<file path="config.mk">
export PLATFORM = sky130hd
export DESIGN_NAME = alu_arbiter_flat
export DESIGN_NICKNAME = d
export VERILOG_FILES = /design/src/rtl/alu_arbiter_if.sv /design/src/rtl/alu_arbiter.sv /design/src/flat_wrapper.sv
export SDC_FILE = /design/constraint.sdc
export NUM_CORES = 1
export LEC_CHECK = 0
export ABC_AREA = 1
export BUFFER_PORTS_ARGS = -buffer_cell sky130_fd_sc_hd__buf_2
export CORE_MARGIN = 8
export CORE_UTILIZATION = 44
export CTS_CLUSTER_DIAMETER = 40
export DETAILED_ROUTE_END_ITERATION = 16
export GPL_TIMING_DRIVEN = 0
export PLACE_DENSITY = 0.88
export SLEW_MARGIN = 15
export SYNTH_ARGS = -nofsm -noshare
export SYNTH_HDL_FRONTEND = slang
export SYNTH_SLANG_ARGS = --single-unit
</file>
<file path="constraint.sdc">
create_clock -name clk -period 1.3 [get_ports clk]
set_input_delay 0.065 -clock clk [delete_from_list [all_inputs] [get_ports clk]]
set_output_delay 0.065 -clock clk [all_outputs]
set_load 0.02 [all_outputs]
</file>
<file path="src/rtl/alu_arbiter_if.sv">
// alu_arbiter_if: signal bundle between the two ALU clients, alu_arbiter and the shared ALU.
//   req0_* / req1_* : valid, ready, operands a/b and function f from each requester
//   alu_*           : registered operands/function to the ALU and its y/zero/ovf results
//   rsp*            : per-requester response pulse plus captured y/zero/ovf
interface alu_arbiter_if #(parameter int WIDTH = 32);
   logic             req0_valid, req0_ready, req1_valid, req1_ready;
   logic [WIDTH-1:0] req0_a, req0_b, req1_a, req1_b;
   logic [2:0]       req0_f, req1_f;
   logic [WIDTH-1:0] alu_a, alu_b, alu_y;
   logic [2:0]       alu_f;
   logic             alu_zero, alu_ovf;
   logic             rsp0_valid, rsp1_valid, rsp_zero, rsp_ovf;
   logic [WIDTH-1:0] rsp_y;
   modport master (
      output req0_valid, req0_a, req0_b, req0_f, req1_valid, req1_a, req1_b, req1_f,
      input  req0_ready, req1_ready, rsp0_valid, rsp1_valid, rsp_y, rsp_zero, rsp_ovf
   );
   modport slave (
      input  req0_valid, req0_a, req0_b, req0_f, req1_valid, req1_a, req1_b, req1_f,
      output req0_ready, req1_ready, rsp0_valid, rsp1_valid, rsp_y, rsp_zero, rsp_ovf,
      output alu_a, alu_b, alu_f,
      input  alu_y, alu_zero, alu_ovf
   );
   modport alu (
      input  alu_a, alu_b, alu_f,
      output alu_y, alu_zero, alu_ovf
   );
endinterface

</file>
<file path="src/rtl/alu_arbiter.sv">
// alu_arbiter: round-robin two-port arbiter/sequencer for a shared combinational ALU.
//   clk, rst_n : rising-edge clock, asynchronous active-low reset
//   bus.slave  : req0/req1 valid-ready requests, registered ALU operands out,
//                ALU results in, one-cycle rsp0/rsp1 pulses with captured y/zero/ovf
module alu_arbiter #(
   parameter int   WIDTH     = 32,
   parameter logic PRIO_INIT = 1'b0
) (
   input logic        clk,
   input logic        rst_n,
   alu_arbiter_if.slave bus
);
   typedef enum logic [1:0] {IDLE, EXEC, RESP} state_t;
   state_t           state;
   logic             prio, owner, grant1, hs;
   logic [WIDTH-1:0] op_a, op_b;
   logic [2:0]       op_f;
   // req1 wins when it is alone or holds priority; otherwise any pending request is req0's
   assign grant1 = bus.req1_valid & (~bus.req0_valid | prio);
   assign hs = (state == IDLE) & (bus.req0_valid | bus.req1_valid);
   // gating with rst_n keeps ready low while reset is held even though state already reads IDLE
   assign bus.req0_ready = rst_n & hs & ~grant1;
   assign bus.req1_ready = rst_n & hs & grant1;
   assign op_a = grant1 ? bus.req1_a : bus.req0_a;
   assign op_b = grant1 ? bus.req1_b : bus.req0_b;
   assign op_f = grant1 ? bus.req1_f : bus.req0_f;
   always_ff @(posedge clk or negedge rst_n) begin
      if (!rst_n) begin
         state          <= IDLE;
         prio           <= PRIO_INIT;
         owner          <= 1'b0;
         bus.alu_a      <= '0;
         bus.alu_b      <= '0;
         bus.alu_f      <= '0;
         bus.rsp_y      <= '0;
         bus.rsp_zero   <= 1'b0;
         bus.rsp_ovf    <= 1'b0;
         bus.rsp0_valid <= 1'b0;
         bus.rsp1_valid <= 1'b0;
      end else begin
         case (state)
            IDLE: if (hs) begin
               bus.alu_a <= op_a;
               bus.alu_b <= op_b;
               bus.alu_f <= op_f;
               owner     <= grant1;
               prio      <= ~grant1;
               state     <= EXEC;
            end
            EXEC: begin
               bus.rsp_y      <= bus.alu_y;
               bus.rsp_zero   <= bus.alu_zero;
               bus.rsp_ovf    <= bus.alu_ovf;
               bus.rsp0_valid <= ~owner;
               bus.rsp1_valid <= owner;
               state          <= RESP;
            end
            default: begin
               bus.rsp0_valid <= 1'b0;
               bus.rsp1_valid <= 1'b0;
               state          <= IDLE;
            end
         endcase
      end
   end
endmodule

</file>
<file path="src/flat_wrapper.sv">
// flat-port wrapper written by rule: the top's interface ports become plain ports
module alu_arbiter_flat 
#(
   parameter int   WIDTH     = 32,
   parameter logic PRIO_INIT = 1'b0
)
  (clk, rst_n, bus_req0_valid, bus_req0_a, bus_req0_b, bus_req0_f, bus_req1_valid, bus_req1_a, bus_req1_b, bus_req1_f, bus_req0_ready, bus_req1_ready, bus_rsp0_valid, bus_rsp1_valid, bus_rsp_y, bus_rsp_zero, bus_rsp_ovf, bus_alu_a, bus_alu_b, bus_alu_f, bus_alu_y, bus_alu_zero, bus_alu_ovf);
  alu_arbiter_if #(.WIDTH(WIDTH)) bus_i ();
  input logic clk;
  input logic rst_n;
  input wire logic [$bits(bus_i.req0_valid)-1:0] bus_req0_valid;
  input wire logic [$bits(bus_i.req0_a)-1:0] bus_req0_a;
  input wire logic [$bits(bus_i.req0_b)-1:0] bus_req0_b;
  input wire logic [$bits(bus_i.req0_f)-1:0] bus_req0_f;
  input wire logic [$bits(bus_i.req1_valid)-1:0] bus_req1_valid;
  input wire logic [$bits(bus_i.req1_a)-1:0] bus_req1_a;
  input wire logic [$bits(bus_i.req1_b)-1:0] bus_req1_b;
  input wire logic [$bits(bus_i.req1_f)-1:0] bus_req1_f;
  output wire logic [$bits(bus_i.req0_ready)-1:0] bus_req0_ready;
  output wire logic [$bits(bus_i.req1_ready)-1:0] bus_req1_ready;
  output wire logic [$bits(bus_i.rsp0_valid)-1:0] bus_rsp0_valid;
  output wire logic [$bits(bus_i.rsp1_valid)-1:0] bus_rsp1_valid;
  output wire logic [$bits(bus_i.rsp_y)-1:0] bus_rsp_y;
  output wire logic [$bits(bus_i.rsp_zero)-1:0] bus_rsp_zero;
  output wire logic [$bits(bus_i.rsp_ovf)-1:0] bus_rsp_ovf;
  output wire logic [$bits(bus_i.alu_a)-1:0] bus_alu_a;
  output wire logic [$bits(bus_i.alu_b)-1:0] bus_alu_b;
  output wire logic [$bits(bus_i.alu_f)-1:0] bus_alu_f;
  input wire logic [$bits(bus_i.alu_y)-1:0] bus_alu_y;
  input wire logic [$bits(bus_i.alu_zero)-1:0] bus_alu_zero;
  input wire logic [$bits(bus_i.alu_ovf)-1:0] bus_alu_ovf;
  assign bus_i.req0_valid = bus_req0_valid;
  assign bus_i.req0_a = bus_req0_a;
  assign bus_i.req0_b = bus_req0_b;
  assign bus_i.req0_f = bus_req0_f;
  assign bus_i.req1_valid = bus_req1_valid;
  assign bus_i.req1_a = bus_req1_a;
  assign bus_i.req1_b = bus_req1_b;
  assign bus_i.req1_f = bus_req1_f;
  assign bus_req0_ready = bus_i.req0_ready;
  assign bus_req1_ready = bus_i.req1_ready;
  assign bus_rsp0_valid = bus_i.rsp0_valid;
  assign bus_rsp1_valid = bus_i.rsp1_valid;
  assign bus_rsp_y = bus_i.rsp_y;
  assign bus_rsp_zero = bus_i.rsp_zero;
  assign bus_rsp_ovf = bus_i.rsp_ovf;
  assign bus_alu_a = bus_i.alu_a;
  assign bus_alu_b = bus_i.alu_b;
  assign bus_alu_f = bus_i.alu_f;
  assign bus_i.alu_y = bus_alu_y;
  assign bus_i.alu_zero = bus_alu_zero;
  assign bus_i.alu_ovf = bus_alu_ovf;
  alu_arbiter #(.WIDTH(WIDTH), .PRIO_INIT(PRIO_INIT)) u_core (.clk(clk), .rst_n(rst_n), .bus(bus_i));
endmodule
</file>
# After elaboration in Yosys (flattened, before gate mapping)
# Index checks and enable logic that the tools add are counted.
# totals
reg_bits	107
inputBits	172
output_inout_bits	105
# op_classes
eq_ne	2
n_mux	7
bitwise	10
reduce_logical	2
# ops
operator	count
32-bit 2-to-1 mux	2
1-bit AND	5
1-bit case mux with 2 select lines	2
2-bit case mux with 2 select lines	1
3-bit 2-to-1 mux	1
1-bit NOT	3
2-bit by 1-bit equality test with 1-bit output, second input constant	1
2-bit logical NOT	1
2-bit 2-to-1 mux	1
2-bit by 1-bit != test with 1-bit output, second input constant	1
1-bit OR	2
2-bit AND reduction	1

# Longest topological paths before layout
# logic_depth
depth_word	5
mapped_depth	7
depth_no_buf	5

# Worst setup path after synthesis
# Ideal clock, no wire load.
# synth_path
path_type	register to output
startpoint	register u_core.state[1]
endpoint	output port bus_req1_ready
arrival_time_ns	1.164
required_ns	1.235
path_slack_ns	0.071
stages_incl_launch_ff	5
n_path_buf	1
path_cell_list	dfrtp_1 -> nor2_4 -> buf_2 -> nand3_1 -> nor2_1
# synth_via
elab_chain_cells	4
# synth_lines
element	line	rtl
from (decl)	alu_arbiter.sv:14	state_t state;
from (signal assigned)	alu_arbiter.sv:29	state <= IDLE;
from (signal assigned)	alu_arbiter.sv:48	state <= EXEC;
from (signal assigned)	alu_arbiter.sv:56	state <= RESP;
2-bit logical NOT	alu_arbiter.sv:20	assign hs = (state == IDLE) & (bus.req0_valid | bus.req1_valid);
1-bit AND	alu_arbiter.sv:20	
1-bit AND (2 in a row)	alu_arbiter.sv:23	assign bus.req1_ready = rst_n & hs & grant1;
to (decl)	flat_wrapper.sv:20	output wire logic [$bits(bus_i.req1_ready)-1:0] bus_req1_ready;
# No other way between the ends.

# Final worst setup path
# layout_path
startpoint	register u_core.prio
endpoint	register u_core.bus.alu_a[17]
# layout_via
elab_chain_cells	3
# layout_lines
element	line	rtl
from (decl)	alu_arbiter.sv:15	logic prio, owner, grant1, hs;
from (signal assigned)	alu_arbiter.sv:47	prio <= ~grant1;
1-bit OR	alu_arbiter.sv:19	assign grant1 = bus.req1_valid & (~bus.req0_valid | prio);
1-bit AND	alu_arbiter.sv:19	
32-bit 2-to-1 mux	alu_arbiter.sv:24	assign op_a = grant1 ? bus.req1_a : bus.req0_a;
to (signal assigned)	alu_arbiter.sv:43	bus.alu_a <= op_a;
to (decl)	alu_arbiter_if.sv:21	output alu_a, alu_b, alu_f,
# No other way between the ends.
# A chain may end at the register's enable or synchronous reset.

==> results.md <==
* Status: complete, but fails checks
* Failing checks: hold timing, setup timing
* Synth unique cells at 16
* Worst setup SP type: register
* Worst path top cell family by delay: simple AND/OR/NAND/NOR gates
* GR Overflow Total at 0
* First-pass GRT wire length at 38900 um
* Post-Syn Area per Cell at 8.65 um2
* Vias in the first global route at 7322
* Fin Clk Skew at 0.0112 ns
* Synthesized instance count at 550
* DR DRC count at 0
* Lkg Pwr at 0.00492 uW
* Cts hold-fix bufs at 168
* Peak supply drop at 1.45 mV
* Core Box Area at 10700 um2
* Final Hold Slack at -0.391 ns
* Tightest Pin Transition at 0.490 ns
* Gpl congestion at 0.865
* Synthesized netlist net count at 722
* Post-route setup slack at -0.375 ns
* Initial antenna violation count at 8
* Pwr/cell area at 2300 nW/um2
* CP max FO at 10
* Worst path slowest cell: nand4_1
* Total track usage at 34.2%
* Core Rows at 38
* Largest net degree at the start of global routing at 61
* WL/cell at 23.5 um
* Pre-CTS setup slack at -0.238 ns
* WP buf/inv at 3
* Synth top area cells: dfrtp_1 56%, nand3_1 14%, nand2_1 14%, nand4_1 8.8%, buf_2 2.0%
* CTS clk-pin slew, worst paths at 0.12 ns
* Clock sink total at 107
* Via density at 6.01
* Clock latency on the worst-skew pair at 0.37 ns
* Starting density of the core at 44.5%
* Post-synth top area cell: dfrtp_1
* Min-Delay Path Class: in -> async
* Final setup fails at 68
* Layout area overhead at 95.9%
* Final Max Slew Viols at 0
* Placed Area at 6340 um2
* CTS root buffer: clkbuf_8
* Die X at 120 um
* Num CTS Buffers at 9
* Drt first pass iters at 9
* Commonest non-fill, non-tap cell in the layout: buf_2
* Fin crit period at 1.68 ns
* Die ar. at 14400 um2
* Routed wire length at 27900 um
* CP Cell Sequence: inv_2 -> nand2_4 -> buf_4 -> clkbuf_1 -> nand4_1 -> nand3_4
* Hold Violations, Final at 48
* Worst setup EP type: register
* Slew Limit Headroom at 67.4%
* I/O pins at 277
* Share of cells above drive strength 1 at 44.1%
* Commonest cells after routing, fill and taps aside: 282 x buf_2, 168 x dlygate4sd3_1, 133 x nand2_1
* Antenna-violating nets left at 0
* Max Buffers Root-to-Sink at 2
* Register area share after synthesis at 56.3%
* Top cell type's share of synthesized area at 56.3%
* CTS H-tree lvls at 3
* Nets at 1206
* Yosys reg bits at 107
* TritonCTS clock tree: yes
* 1st-iter DRT viols at 1148
* Max Cap Viol at 0
* Port bufs at 275
* Die Y at 120 um
* Mapped cell area at 4760 um2
* Slowest stage delay, CP at 0.41 ns
* Critical path arrival at 1.98 ns
* Fmax at 597 MHz
* Req. time, crit path at 1.61 ns
* Tcrit/Tclk final at 129%
* Yosys warns at 0
* Unrepaired setup endpoints after global routing: true
* CP Class: reg -> reg
* Design area at 9320 um2
* Total power at 21400 uW
* DR vias at 7131
* Hpwl dp at 13100 um
[timing repair]
action | in CTS | in global routing
gates cloned | 3 | 4
hold endpoints to repair | 149 | 48
pin swaps | 30 | 43
setup endpoints to repair | 76 | 98
resized for setup | 58 | 168
setup buffers | 18 | 10
[flip-flops by register name (all words and copies together), names as in the netlist, 2 cells and up]
register / flops
u_core.bus.alu_a: 32
u_core.bus.alu_b: 32
u_core.bus.alu_f: 3
u_core.bus.rsp_y: 32
u_core.state: 2
[cell usage after synthesis (all sizes together)]
master / count
clkbuf: 19
inv: 6
o21ai: 5
dfrtp: 107
nor2: 5
buf: 30
nand4: 67
nand3: 135
nand2: 176
[cells by family (layout without fill, tap and decap cells)]
logic type	Yosys count	count (layout)	synth area share, %
simple gates	383	383	37.7
flops	107	107	56.3
buf+inv	55	544	5.39
compound gates	5	5	0.605
other cells	0	8	0
[worst register-to-register path, cell delays in order, from the launching register on]
cell and delay [ns]:
dfrtp_1 0.35, inv_2 0.05, nand2_4 0.09, buf_4 0.13, clkbuf_1 0.36, nand4_1 0.41, nand3_4 0.22
[stage by stage]
stage,utilization [%],std cells,setup TNS (ns)
after floorplan,-,550,0
after global placement,59.0,965,-128.00
after detailed placement,59.3,966,-11.84
after CTS,79.8,1170,-7.09
after global routing,87.1,1186,-10.29
final,87.1,1187,-6.77
[per-layer routing]
layer	global-route usage (%)	part of all wire, %
met5	0	0.036
met4	26.1	9.0
met3	13.3	11
met2	54.7	47
met1	36.1	33
[path summary, 6_finish.rpt]
check / from / to / slack, ns / cells past startpoint
worst max-delay path: u_core.prio / u_core.bus.alu_a[17] / -0.38 / 6
worst min-delay path: rst_n / u_core.bus.rsp_y[5] / -0.39 / 1
worst max register to register: u_core.prio / u_core.bus.alu_a[17] / -0.38 / 6
worst min register to register: u_core.owner / u_core.bus.rsp0_valid / 0.47 / 1
max in group asynchronous: rst_n / u_core.prio / 1.01 / 2
min in group clk: bus_req0_valid / u_core.bus.alu_a[20] / 0.29 / 5
[area by class of cell]
class                      instances  area, um2
antenna                            8       20.0
buffer                            47        413
clock buffer                      10        128
clock inverter                     6       47.5
fill                             481       1380
inverter                           6       25.0
multi-input combinational        388       2380
sequential                       107       2680
tap                              140        175
timing repair buffer             475       3450
[where the power goes]
group,total [uW],leakage [uW],internal [uW],switching (uW)
registers,6380,0.00131,4980,1390
clock network,1950,0.0000873,718,1240
logic,13100,0.00352,5110,7960
No activity file was read; power rests on OpenSTA's default activity.
